<file path="src/rtl/kmeans_pkg.sv">
// Shared widths, FSM state encoding and error-bit indices for the CORE frame transmitter.
package kmeans_pkg;
  localparam int DATA_W = 16;
  localparam int LEN_W  = 7;
  localparam int ERR_W  = 3;

  localparam int ERR_START   = 0;
  localparam int ERR_UNEXP   = 1;
  localparam int ERR_TIMEOUT = 2;

  typedef enum logic [1:0] {
    IDLE    = 2'd0,
    SEND    = 2'd1,
    WAIT_RX = 2'd2,
    DONE_ST = 2'd3
  } state_t;
endpackage

</file>
<file path="src/rtl/kmeans_frame_tx_if.sv">
// Host push, frame control, CORE stream and result stream bundled for kmeans_frame_tx.
interface kmeans_frame_tx_if;
  import kmeans_pkg::*;

  logic              wr_en;
  logic [DATA_W-1:0] wr_data;
  logic              wr_full;
  logic [LEN_W-1:0]  fifo_count;
  logic              start;
  logic [LEN_W-1:0]  cfg_frame_len;
  logic [LEN_W-1:0]  cfg_out_len;
  logic              busy;
  logic              in_valid;
  logic [DATA_W-1:0] in_data;
  logic              out_valid;
  logic [DATA_W-1:0] out_data;
  logic              res_valid;
  logic [DATA_W-1:0] res_data;
  logic              done;
  logic [ERR_W-1:0]  err;

  modport slave (
    input  wr_en, wr_data, start, cfg_frame_len, cfg_out_len, out_valid, out_data,
    output wr_full, fifo_count, busy, in_valid, in_data, res_valid, res_data, done, err
  );

  modport master (
    output wr_en, wr_data, start, cfg_frame_len, cfg_out_len, out_valid, out_data,
    input  wr_full, fifo_count, busy, in_valid, in_data, res_valid, res_data, done, err
  );
endinterface

</file>
<file path="src/rtl/kmeans_sync_fifo.sv">
// Single-clock FIFO with registered read; the read register returns 0 on cycles without a pop
// so the consumer can use it directly as a zero-when-idle data bus.
module kmeans_sync_fifo #(
  parameter int DATA_W = 16,
  parameter int DEPTH  = 64,
  parameter int CNT_W  = 7
) (
  input  logic              clk,
  input  logic              rst,
  input  logic              i_push,
  input  logic [DATA_W-1:0] i_wdata,
  input  logic              i_pop,
  output logic [DATA_W-1:0] o_rdata,
  output logic              o_full,
  output logic              o_empty,
  output logic [CNT_W-1:0]  o_count
);
  localparam int AW = $clog2(DEPTH);

  logic [DATA_W-1:0] r_mem [DEPTH];
  logic [AW-1:0]     r_wptr;
  logic [AW-1:0]     r_rptr;
  logic [CNT_W-1:0]  r_count;
  logic [DATA_W-1:0] r_rdata;
  logic              w_push;
  logic              w_pop;

  assign o_full  = (r_count == CNT_W'(DEPTH));
  assign o_empty = (r_count == '0);
  assign w_pop   = i_pop && !o_empty;
  // A push into a full buffer is legal only when the same cycle frees a slot.
  assign w_push  = i_push && (!o_full || w_pop);

  always_ff @(posedge clk) begin
    if (w_push) r_mem[r_wptr] <= i_wdata;
  end

  always_ff @(posedge clk) begin
    if (rst) begin
      r_wptr  <= '0;
      r_rptr  <= '0;
      r_count <= '0;
      r_rdata <= '0;
    end else begin
      if (w_push) r_wptr <= r_wptr + AW'(1);
      if (w_pop)  r_rptr <= r_rptr + AW'(1);
      r_rdata <= w_pop ? r_mem[r_rptr] : '0;
      case ({w_push, w_pop})
        2'b10:   r_count <= r_count + CNT_W'(1);
        2'b01:   r_count <= r_count - CNT_W'(1);
        default: r_count <= r_count;
      endcase
    end
  end

  assign o_rdata = r_rdata;
  assign o_count = r_count;
endmodule

</file>
<file path="src/rtl/kmeans_frame_tx.sv">
// Frame transmitter: buffers host words, bursts one frame into CORE, then collects and
// forwards the expected number of response words, flagging protocol errors and timeouts.
module kmeans_frame_tx
  import kmeans_pkg::*;
#(
  parameter int DEPTH   = 64,
  parameter int TIMEOUT = 4096
) (
  input logic              clk,
  input logic              rst,
  kmeans_frame_tx_if.slave bus
);
  localparam int TO_W = $clog2(TIMEOUT) + 1;

  state_t            r_state;
  state_t            w_state_nxt;
  logic [LEN_W-1:0]  r_frame_len;
  logic [LEN_W-1:0]  r_out_len;
  logic [LEN_W-1:0]  r_tx_cnt;
  logic [LEN_W-1:0]  r_rx_cnt;
  logic [TO_W-1:0]   r_to_cnt;
  logic              r_in_valid;
  logic              r_res_valid;
  logic [DATA_W-1:0] r_res_data;
  logic              r_done;
  logic [ERR_W-1:0]  r_err;

  logic              w_start_ok;
  logic              w_start_bad;
  logic              w_pop;
  logic              w_rx;
  logic              w_rx_last;
  logic              w_tx_more;
  logic              w_timeout;
  logic [DATA_W-1:0] w_fifo_rdata;
  logic              w_full;
  logic              w_empty;
  logic [LEN_W-1:0]  w_count;

  kmeans_sync_fifo #(
    .DATA_W (DATA_W),
    .DEPTH  (DEPTH),
    .CNT_W  (LEN_W)
  ) u_fifo (
    .clk     (clk),
    .rst     (rst),
    .i_push  (bus.wr_en),
    .i_wdata (bus.wr_data),
    .i_pop   (w_pop),
    .o_rdata (w_fifo_rdata),
    .o_full  (w_full),
    .o_empty (w_empty),
    .o_count (w_count)
  );

  always_comb begin
    w_state_nxt = r_state;
    w_start_ok  = 1'b0;
    w_start_bad = 1'b0;
    w_pop       = 1'b0;
    w_rx        = 1'b0;
    w_timeout   = 1'b0;
    w_tx_more   = (r_tx_cnt < r_frame_len);
    w_rx_last   = ((r_rx_cnt + LEN_W'(1)) == r_out_len);
    case (r_state)
      IDLE: begin
        // The first word is popped on the accepting edge so in_valid rises the next cycle.
        if (bus.start) begin
          if ((bus.cfg_frame_len != '0) && (bus.cfg_frame_len <= w_count)) begin
            w_start_ok  = 1'b1;
            w_pop       = 1'b1;
            w_state_nxt = SEND;
          end else begin
            w_start_bad = 1'b1;
          end
        end
      end
      SEND: begin
        if (w_tx_more && !w_empty) w_pop = 1'b1;
        else w_state_nxt = (r_out_len == '0) ? DONE_ST : WAIT_RX;
      end
      WAIT_RX: begin
        if (bus.out_valid) begin
          w_rx = 1'b1;
          if (w_rx_last) w_state_nxt = DONE_ST;
        end else if (r_to_cnt == TO_W'(TIMEOUT - 1)) begin
          w_timeout   = 1'b1;
          w_state_nxt = IDLE;
        end
      end
      DONE_ST: w_state_nxt = IDLE;
      default: w_state_nxt = IDLE;
    endcase
  end

  always_ff @(posedge clk) begin
    if (rst) begin
      r_state     <= IDLE;
      r_frame_len <= '0;
      r_out_len   <= '0;
      r_tx_cnt    <= '0;
      r_rx_cnt    <= '0;
      r_to_cnt    <= '0;
      r_in_valid  <= 1'b0;
      r_res_valid <= 1'b0;
      r_res_data  <= '0;
      r_done      <= 1'b0;
      r_err       <= '0;
    end else begin
      r_state     <= w_state_nxt;
      r_in_valid  <= w_pop;
      r_res_valid <= w_rx;
      r_res_data  <= w_rx ? bus.out_data : '0;
      r_done      <= (r_state == DONE_ST);
      r_err[ERR_START]   <= w_start_bad;
      r_err[ERR_UNEXP]   <= bus.out_valid && (r_state != WAIT_RX);
      r_err[ERR_TIMEOUT] <= w_timeout;
      if (w_start_ok) begin
        r_frame_len <= bus.cfg_frame_len;
        r_out_len   <= bus.cfg_out_len;
        r_tx_cnt    <= LEN_W'(1);
        r_rx_cnt    <= '0;
      end else if (w_pop) begin
        r_tx_cnt <= r_tx_cnt + LEN_W'(1);
      end
      if (w_rx) r_rx_cnt <= r_rx_cnt + LEN_W'(1);
      // Idle-response counter only runs while waiting and restarts on every response word.
      if ((r_state != WAIT_RX) || bus.out_valid) r_to_cnt <= '0;
      else r_to_cnt <= r_to_cnt + TO_W'(1);
    end
  end

  assign bus.wr_full    = w_full;
  assign bus.fifo_count = w_count;
  assign bus.busy       = (r_state == SEND) || (r_state == WAIT_RX);
  assign bus.in_valid   = r_in_valid;
  assign bus.in_data    = w_fifo_rdata;
  assign bus.res_valid  = r_res_valid;
  assign bus.res_data   = r_res_data;
  assign bus.done       = r_done;
  assign bus.err        = r_err;
endmodule

</file>
<file path="src/flat_wrapper.sv">
// flat-port wrapper written by rule: the top's interface ports become plain ports
module kmeans_frame_tx_flat import kmeans_pkg::*;
#(
  parameter int DEPTH   = 64,
  parameter int TIMEOUT = 4096
)
  (clk, rst, bus_wr_en, bus_wr_data, bus_start, bus_cfg_frame_len, bus_cfg_out_len, bus_out_valid, bus_out_data, bus_wr_full, bus_fifo_count, bus_busy, bus_in_valid, bus_in_data, bus_res_valid, bus_res_data, bus_done, bus_err);
  kmeans_frame_tx_if bus_i ();
  input logic clk;
  input logic rst;
  input wire logic [$bits(bus_i.wr_en)-1:0] bus_wr_en;
  input wire logic [$bits(bus_i.wr_data)-1:0] bus_wr_data;
  input wire logic [$bits(bus_i.start)-1:0] bus_start;
  input wire logic [$bits(bus_i.cfg_frame_len)-1:0] bus_cfg_frame_len;
  input wire logic [$bits(bus_i.cfg_out_len)-1:0] bus_cfg_out_len;
  input wire logic [$bits(bus_i.out_valid)-1:0] bus_out_valid;
  input wire logic [$bits(bus_i.out_data)-1:0] bus_out_data;
  output wire logic [$bits(bus_i.wr_full)-1:0] bus_wr_full;
  output wire logic [$bits(bus_i.fifo_count)-1:0] bus_fifo_count;
  output wire logic [$bits(bus_i.busy)-1:0] bus_busy;
  output wire logic [$bits(bus_i.in_valid)-1:0] bus_in_valid;
  output wire logic [$bits(bus_i.in_data)-1:0] bus_in_data;
  output wire logic [$bits(bus_i.res_valid)-1:0] bus_res_valid;
  output wire logic [$bits(bus_i.res_data)-1:0] bus_res_data;
  output wire logic [$bits(bus_i.done)-1:0] bus_done;
  output wire logic [$bits(bus_i.err)-1:0] bus_err;
  assign bus_i.wr_en = bus_wr_en;
  assign bus_i.wr_data = bus_wr_data;
  assign bus_i.start = bus_start;
  assign bus_i.cfg_frame_len = bus_cfg_frame_len;
  assign bus_i.cfg_out_len = bus_cfg_out_len;
  assign bus_i.out_valid = bus_out_valid;
  assign bus_i.out_data = bus_out_data;
  assign bus_wr_full = bus_i.wr_full;
  assign bus_fifo_count = bus_i.fifo_count;
  assign bus_busy = bus_i.busy;
  assign bus_in_valid = bus_i.in_valid;
  assign bus_in_data = bus_i.in_data;
  assign bus_res_valid = bus_i.res_valid;
  assign bus_res_data = bus_i.res_data;
  assign bus_done = bus_i.done;
  assign bus_err = bus_i.err;
  kmeans_frame_tx #(.DEPTH(DEPTH), .TIMEOUT(TIMEOUT)) u_core (.clk(clk), .rst(rst), .bus(bus_i));
endmodule
</file>
<file path="config.mk">
export PLATFORM = sky130hd
export DESIGN_NAME = kmeans_frame_tx_flat
export DESIGN_NICKNAME = d
export VERILOG_FILES = /design/src/rtl/kmeans_pkg.sv /design/src/rtl/kmeans_frame_tx_if.sv /design/src/rtl/kmeans_sync_fifo.sv /design/src/rtl/kmeans_frame_tx.sv /design/src/flat_wrapper.sv
export SDC_FILE = /design/constraint.sdc
export NUM_CORES = 1
export LEC_CHECK = 0
export CAP_MARGIN = 20
export CORE_MARGIN = 1.5
export CORE_UTILIZATION = 55
export DETAILED_ROUTE_END_ITERATION = 6
export PLACE_DENSITY = 0.72
export SYNTH_ARGS = -nofsm -noshare
export SYNTH_HDL_FRONTEND = slang
export SYNTH_SLANG_ARGS = --single-unit
export TNS_END_PERCENT = 5
</file>
<file path="constraint.sdc">
create_clock -name clk -period 4.6 [get_ports clk]
set_input_delay 1.15 -clock clk [delete_from_list [all_inputs] [get_ports clk]]
set_output_delay 1.15 -clock clk [all_outputs]
set_load 0.005 [all_outputs]
</file>
## Word level (Yosys, flattened, before mapping)

Memory sizes are Yosys's and may differ from the RTL's. A register that Yosys moved wholly into a read port is not among the register bits.
Index checks and enable logic that the tools add are counted.

| storage, ports and cells | value |
|---|---|
| bits of input ports | 51 |
| bits in latches | 0 |
| ROM bits | 0 |
| register bits | 84 |
| output and inout bits | 47 |
| memories | 1 |
| memory bits (writable) | 1024 |

Memories:

| memory | depth | width | read ports | clocked after Yosys merged registers in | write ports | line | RTL |
|---|---|---|---|---|---|---|---|
| u_core.u_fifo.r_mem | 64 | 16 | 1 | 1 | 1 | kmeans_sync_fifo.sv:20 | `logic [DATA_W-1:0] r_mem [DEPTH];` |

| cells by class | value |
|---|---|
| bitwise logic cells | 5 |
| $add $sub $neg | 7 |
| multiply operators | 0 |
| shift-type cells | 0 |
| reductions and logical operators | 24 |
| divide/modulo/power cells | 0 |
| mux-type cells | 24 |
| equal/unequal tests | 14 |
| order comparisons | 2 |

Operators with widths:

| operator | count |
|---|---|
| 7-bit by 1-bit adder with 7-bit output, second input constant | 3 |
| 7-bit logical NOT | 2 |
| 7-bit 2-to-1 mux | 2 |
| 7-bit one-hot mux with 2 select lines | 1 |
| 13-bit by 1-bit adder with 13-bit output, second input constant | 1 |
| 13-bit by 12-bit equality test with 1-bit output, second input constant | 1 |
| 1-bit 2-to-1 mux | 13 |
| 6-bit by 1-bit adder with 6-bit output, second input constant | 2 |
| 2-bit 2-to-1 mux | 6 |
| 2-bit one-hot mux with 4 select lines | 1 |
| 2-bit OR reduction | 4 |
| 7-bit equality test | 1 |
| 7-bit equality test, second input constant | 1 |
| 7-bit less-or-equal comparator | 1 |
| 7-bit < comparator | 1 |
| 7-bit nonzero test | 1 |
| 7-bit by 1-bit subtractor with 7-bit output, second input constant | 1 |
| 2-bit equality test, second input constant | 3 |
| 2-bit != test, second input constant | 3 |
| 3-bit by 2-bit != test with 1-bit output, second input constant | 2 |
| 2-bit nonzero test | 3 |
| 3-bit OR reduction | 2 |
| 1-bit logical AND | 5 |
| 1-bit NOT | 5 |
| 7 further kinds | 11 |

## Depth between registers and ports, before layout

Gate-level depths: netlist of the first run.

| depth | value |
|---|---|
| depth in word-level cells | 10 |
| depth in mapped cells | 18 |

## By module

From an unflattened synthesis of the first run, not the netlist that was laid out.

| second synthesis, totals | value |
|---|---|
| cells, all modules | 2308 |
| area, all modules | 43595.6 sq um |

Modules (own cells, without submodules):

| module | cells an instance | area each (sq um) | times used |
|---|---|---|---|
| kmeans_sync_fifo | 1971 | 40655.2 | 1 |
| kmeans_frame_tx | 337 | 2940.3 | 1 |

## Worst setup path after synthesis of the first run

OpenSTA, ideal clock, no wires.

| timing path | value |
|---|---|
| kind | input to register |
| start point | in bus_cfg_frame_len[6] |
| end point | reg u_core.u_fifo.r_count[6] (netlist: u_core.u_fifo.o_count[6]) |
| required time | 4530 ps |
| setup time | 70 ps |
| buffers on the path | 2 |
| stages on the path | 17 |
| arrival | 4211 ps |
| slack | 319 ps |
| path through | ha_1 -> nand4_1 -> or2_0 -> o21ai_1 -> a2bb2oi_2 -> buf_4 -> buf_4 -> or3_1 -> inv_1 -> ha_1 -> nor2b_1 -> o31a_1 -> o21ai_1 -> nand2b_1 -> and3_1 -> o32a_1 -> a21oi_1 |

| on the way | value |
|---|---|
| cells in the longest elaborated chain, start to end | 10 |
| elaborated cells between the ends (all ways) | 13 |
| classes of those cells | order compare (1); eq/ne (2); mux (4); reduce/logical (6) |

RTL lines:

| item | line | RTL |
|---|---|---|
| from (decl) | flat_wrapper.sv:14 | `input wire logic [$bits(bus_i.cfg_frame_len)-1:0] bus_cfg_frame_len;` |
| 7-bit less-or-equal comparator / 7-bit nonzero test (equally long branches) | kmeans_frame_tx.sv:69 | `if ((bus.cfg_frame_len != '0) && (bus.cfg_frame_len <= w_count)) begin` |
| 1-bit logical AND * | kmeans_frame_tx.sv:69 |  |
| 1-bit 2-to-1 mux * | kmeans_frame_tx.sv:69 |  |
| 1-bit 2-to-1 mux * | kmeans_frame_tx.sv:68 | `if (bus.start) begin` |
| 1-bit one-hot mux with 2 select lines * | kmeans_frame_tx.sv:65 | `case (r_state)` |
| 1-bit logical AND * | kmeans_sync_fifo.sv:30 | `assign w_pop = i_pop && !o_empty;` |
| 1-bit logical OR | kmeans_sync_fifo.sv:32 | `assign w_push = i_push && (!o_full \|\| w_pop);` |
| 1-bit logical AND | kmeans_sync_fifo.sv:32 |  |
| 2-bit by 1-bit equality test with 1-bit output / 2-bit equality test (equally long branches) | kmeans_sync_fifo.sv:48 | `case ({w_push, w_pop})` |
| 7-bit one-hot mux with 2 select lines / 2-bit nonzero test (equally long branches) | - |  |
| to (signal assigned) | kmeans_sync_fifo.sv:49 | `2'b10: r_count <= r_count + CNT_W'(1);` |
| to (signal assigned) | kmeans_sync_fifo.sv:50 | `2'b01: r_count <= r_count - CNT_W'(1);` |
| to (signal assigned) | kmeans_sync_fifo.sv:51 | `default: r_count <= r_count;` |
| to (decl) | kmeans_sync_fifo.sv:23 | `logic [CNT_W-1:0] r_count;` |

Every way passes the cells marked *; elsewhere a longest branch is shown, timed or not.
A chain may end at the register's enable or synchronous reset.

## Worst setup path after layout of the first run

| timing path | value |
|---|---|
| start point | reg u_core.u_fifo.r_count[0] (netlist: u_core.u_fifo.o_count[0]) |
| end point | out bus_wr_full |

| on the way | value |
|---|---|
| cells in the longest elaborated chain, start to end | 1 |

RTL lines:

| item | line | RTL |
|---|---|---|
| 7-bit equality test | kmeans_sync_fifo.sv:28 | `assign o_full = (r_count == CNT_W'(DEPTH));` |
| to (decl) | flat_wrapper.sv:18 | `output wire logic [$bits(bus_i.wr_full)-1:0] bus_wr_full;` |

No other way between the ends.

==> results of run 1 <==
-- power by group through the flow --
stage          combinational, W  clock (W)  sequential [W]
6_report                0.00409    0.00900          0.0115
4_1_cts                 0.00414    0.00911          0.0115
2_1_floorplan           0.00298          0          0.0116
3_3_place_gp            0.00404          0          0.0117
5_1_grt                 0.00440    0.00952          0.0115
3_5_place_dp            0.00411          0          0.0117
-- routing by layer --
layer / share of wire (%) / vias to the layer above
met4: 2.9 / 4
met1: 41 / 11700
met5: 0.023 / -
met3: 8.4 / 161
met2: 48 / 1086
li1: - / 9509
-- registers in the layout, indices dropped and copies added, names as in the netlist --
register               cells
u_core.bus.done            1
u_core.bus.err             3
u_core.bus.in_valid        1
u_core.bus.res_data       16
u_core.bus.res_valid       1
u_core.r_frame_len         7
u_core.r_out_len           7
u_core.r_rx_cnt            7
u_core.r_state             2
u_core.r_to_cnt           13
u_core.r_tx_cnt            7
u_core.u_fifo.o_count      7
u_core.u_fifo.o_rdata     16
u_core.u_fifo.r_mem     1024
u_core.u_fifo.r_rptr       6
u_core.u_fifo.r_wptr       6
-- synthesized netlist by cell type (3+ instances only) --
| master | n |
|---|---|
| nor2b_1 | 5 |
| nor3b_1 | 4 |
| dfxtp_1 | 100 |
| and3_1 | 5 |
| nand3b_1 | 3 |
| clkbuf_1 | 71 |
| nand2_1 | 48 |
| nand3_1 | 33 |
| or2_2 | 3 |
| a31oi_1 | 3 |
| inv_1 | 20 |
| xnor2_1 | 17 |
| o22ai_1 | 3 |
| o21ai_1 | 4 |
| a211oi_1 | 9 |
| edfxtp_1 | 1024 |
| or3_1 | 8 |
| a221oi_1 | 64 |
| buf_2 | 34 |
| mux2i_1 | 72 |
| mux4_2 | 256 |
| a21oi_1 | 38 |
| o21ai_0 | 82 |
| nand4_1 | 23 |
| buf_1 | 15 |
| and2_1 | 21 |
| a311oi_1 | 5 |
| ha_1 | 27 |
| nor2_1 | 137 |
| xor2_1 | 16 |
| nor3_1 | 11 |
| nor4_1 | 4 |
| nand2b_1 | 6 |
| buf_4 | 3 |
-- critical path, stage by stage (launching register included) --
cell	delay, ps
dfxtp_1	420
nor4_2	370
and2_1	270
nand2_1	230
inv_1	330
clkdlybuf4s50_1	620
-- stage by stage --
| step | setup slack, ps | total power [W] | util [%] |
|---|---|---|---|
| 3_3_place_gp | 78.0 | 0.0157 | 58.9 |
| 3_5_place_dp | 15.1 | 0.0158 | 59.0 |
| 4_1_cts | 558 | 0.0247 | 63.6 |
| 6_report | 565 | 0.0246 | 63.7 |
| 5_1_grt | 398 | 0.0254 | 63.7 |
| 2_1_floorplan | 319 | 0.0146 | - |
-- layout make-up --
| type | count | area [sq um] |
|---|---|---|
| timing repair buffer | 233 | 2030 |
| tap | 1050 | 1310 |
| antenna | 1 | 2.50 |
| fill | 5185 | 28600 |
| clock inverter | 56 | 549 |
| sequential | 1124 | 32800 |
| inverter | 20 | 75.1 |
| multi-input combinational | 942 | 10300 |
| clock buffer | 150 | 3140 |
-- path summary, 6_finish.rpt --
check	cells after the start	end	start	slack, ps
max	5	bus_wr_full	u_core.u_fifo.o_count[0]	570
max reg2reg	16	u_core.u_fifo.o_count[6]	u_core.u_fifo.o_count[6]	720
min	1	u_core.bus.err[2]	u_core.r_to_cnt[12]	450
min reg2reg	1	u_core.bus.err[2]	u_core.r_to_cnt[12]	450
-- cells by family after synthesis --
| logic type | count (synthesis) |
|---|---|
| flip-flops | 1124 |
| adder cells (fa/ha/maj) | 28 |
| AND/OR/NAND/NOR | 324 |
| buffers and inverters | 143 |
| XOR/XNOR | 33 |
| AO/OA/AOI/OAI | 228 |
| multiplexers | 329 |
-- cells in the final DEF (no fill, tap or decap), types with 5 or more instances in the layout --
cell type and n:
nor2_1 137, clkinvlp_4 6, inv_1 20, mux4_2 256, nand3_1 33, xor2_1 16
clkinv_1 15, buf_2 17, clkbuf_16 116, buf_4 126, clkbuf_1 23, a221oi_1 64
clkinv_2 21, edfxtp_1 1024, buf_12 10, nand2b_1 6, mux2i_1 72, bufinv_16 8
a311oi_1 5, nand4_1 23, and3_1 5, nand2_1 48, o21ai_0 82, and2_1 19
clkdlybuf4s50_1 80, a211oi_1 9, xnor2_1 17, or3_1 8, dfxtp_1 95, ha_1 27
nor3_1 11, clkbuf_8 11, a21oi_1 38
==> qor.log, run 1 <==
qor: clock_tree.cts_hold_repair.buffers 0
qor: global_routing.groute.layer.met2.usage 39.0%
qor: min_path.worstHoldPathType reg2reg
qor: timing.fmaxAchievable 248 MHz
qor: timing.drv_slew 0
qor: global_routing.grt_pass1_wl 147 mm
qor: clock_tree.tritoncts_num_sinks 1124
qor: pwr.power.share.switching 24.4%
qor: clock_tree.post_cts.resized_instances 0
qor: synthesis.yosys.area_share.xor_xnor 0.663%
qor: run.drv_cap 0
qor: timing.clock_skew 42.8 ps
qor: final_layout.finalNonFillerCells 3576
qor: detailed_routing.first_pass_iters 5
qor: detailed_routing.route.final.wire_length 98.5 mm
qor: synthesis.synth-edff-count 1024
qor: die.floorplan.initialDensity 55.3%
qor: timing.setup_violations_final 0
qor: clock_tree.cts.htree.levels 3
qor: global_routing.first_global_vias 22700
qor: pwr.power.sequential.fraction 46.8%
qor: detailed_routing.drt-vias-per-instance 6.28
qor: detailed_routing.wire_per_inst 27.5 um
qor: synthesis.compound_gate_fraction_of_synth_area 3.51%
qor: global_routing.largest_net_degree_at_the_start_of_global_routing 65
qor: clock_tree.clk_pin_slew_worst_paths 60 ps
qor: synthesis.yosys.area.top_type edfxtp_1
qor: setup_path.start_kind flip-flop
qor: pwr.internal-power 0.0186 W
qor: die.dieArea 0.0809 sq mm
qor: synthesis.synth_top_family_by_area multiplexers
qor: clock_tree.cts_post_setup_buffers_inserted 0
qor: die.boundaryPins 98
qor: synthesis.synth_sequential_area_ratio 75.1%
qor: die.std_cell_rows 103
qor: timing.final.min_clock_period 4030 ps
qor: global_routing.grtUsageMet1 35.1%
qor: place.globalplace.congestion 0.896
qor: timing.layout_worst_path_cycle_share 87.7%
qor: detailed_routing.drt_iter0_markers 2480
qor: clock_tree.cts_max_path_buffers 3
qor: synthesis.synth.area.mux_share 14.9%
qor: synthesis.syn_avg_cell_area 19.7 sq um
qor: synthesis.synth_ff_type edfxtp_1
qor: synthesis.post-synth-top-area-fraction 70.6%
qor: timing.relSlewSlack 27.0%
qor: timing.hold-worst-slack 446 ps
qor: detailed_routing.detailroute.via_count 22400
qor: global_routing.grt_busiest_layer met2
qor: pwr.switching_power 0.00601 W
qor: global_routing.antenna_violations_before_repair 2
qor: detailed_routing.drc_errors 0
qor: die.fp.dieW 284 um
qor: timing.finalSetupTns 0 ps
qor: final_layout.stdcell_area 0.0501 sq mm
qor: synthesis.synth.area.top_cells edfxtp_1, mux4_2, dfxtp_1
qor: setup_path.timing_worst_setup_path_type reg2out
qor: setup_path.cp_data_required_time 3450 ps
qor: pwr.p_per_area 490 mW/mm^2
qor: detailed_routing.drt.antenna.violating_nets 0
qor: place.portBuffers 97
qor: clock_tree.cts_buffers 110
qor: synthesis.synthCells 2209
qor: synthesis.synth.ff_latch_count 1124
qor: synthesis.mappedNetlistNets 2288
qor: synthesis.yosys_warnings 0
qor: global_routing.groute.usage.overall 24.7%
qor: synthesis.adder_cell_share_of_the_synthesized_area 0.821%
qor: run_status.run_status finished clean
qor: clock_tree.cts_root_buffer clkbuf_16
qor: synthesis.synthSimpleGateAreaFrac 3.59%
qor: pwr.ir_drop 0.000366 V
qor: setup_path.path_max_fanout 8
qor: timing.rsz0062_at_grt no
qor: clock_tree.worstSkewPairLatency 690 ps
qor: synthesis.async_reset_ff_share 0%
qor: final_layout.final_nets 2510
qor: die.die_height 284 um
qor: place.dpl-instance-area 0.0464 sq mm
qor: place.dpl.hpwl 60.1 mm
qor: pwr.cellLeakagePower 15.6 nW
qor: final_layout.flow.area_growth_from_synthesis 15.0%
qor: place.dp_cells 3368
qor: pwr.clkPwrFrac 36.6%
qor: global_routing.globalRoute.totalOverflow 0
qor: clock_tree.tritoncts done
qor: final_layout.layout-drive-gt1-share 23.9%
qor: setup_path.setup.worst_path.end_class output port
qor: timing.timing.final.hold_violations 0
qor: setup_path.timing.critical_path.arrival 2880 ps
qor: die.placeableCoreArea 0.0787 sq mm
qor: synthesis.syn_area 0.0436 sq mm
qor: pwr.power_frac_comb 16.6%
qor: timing.worst_margin_pin_slew 1090 ps
qor: synthesis.synth.lib_cells_used.distinct 65
qor: global_routing.grt_met3_use 4.75%
Note: power is estimated with default switching activity, not from simulation.
==> run 2, diff against run 1 <==
--- a/config.mk
+++ b/config.mk
@@ -13,4 +13,4 @@
 export SYNTH_ARGS = -nofsm -noshare
 export SYNTH_HDL_FRONTEND = slang
 export SYNTH_SLANG_ARGS = --single-unit
-export TNS_END_PERCENT = 5
+export TNS_END_PERCENT = 20
==> results of run 2 <==
The final DEF is identical to that of run 1; final timing and power are the same.
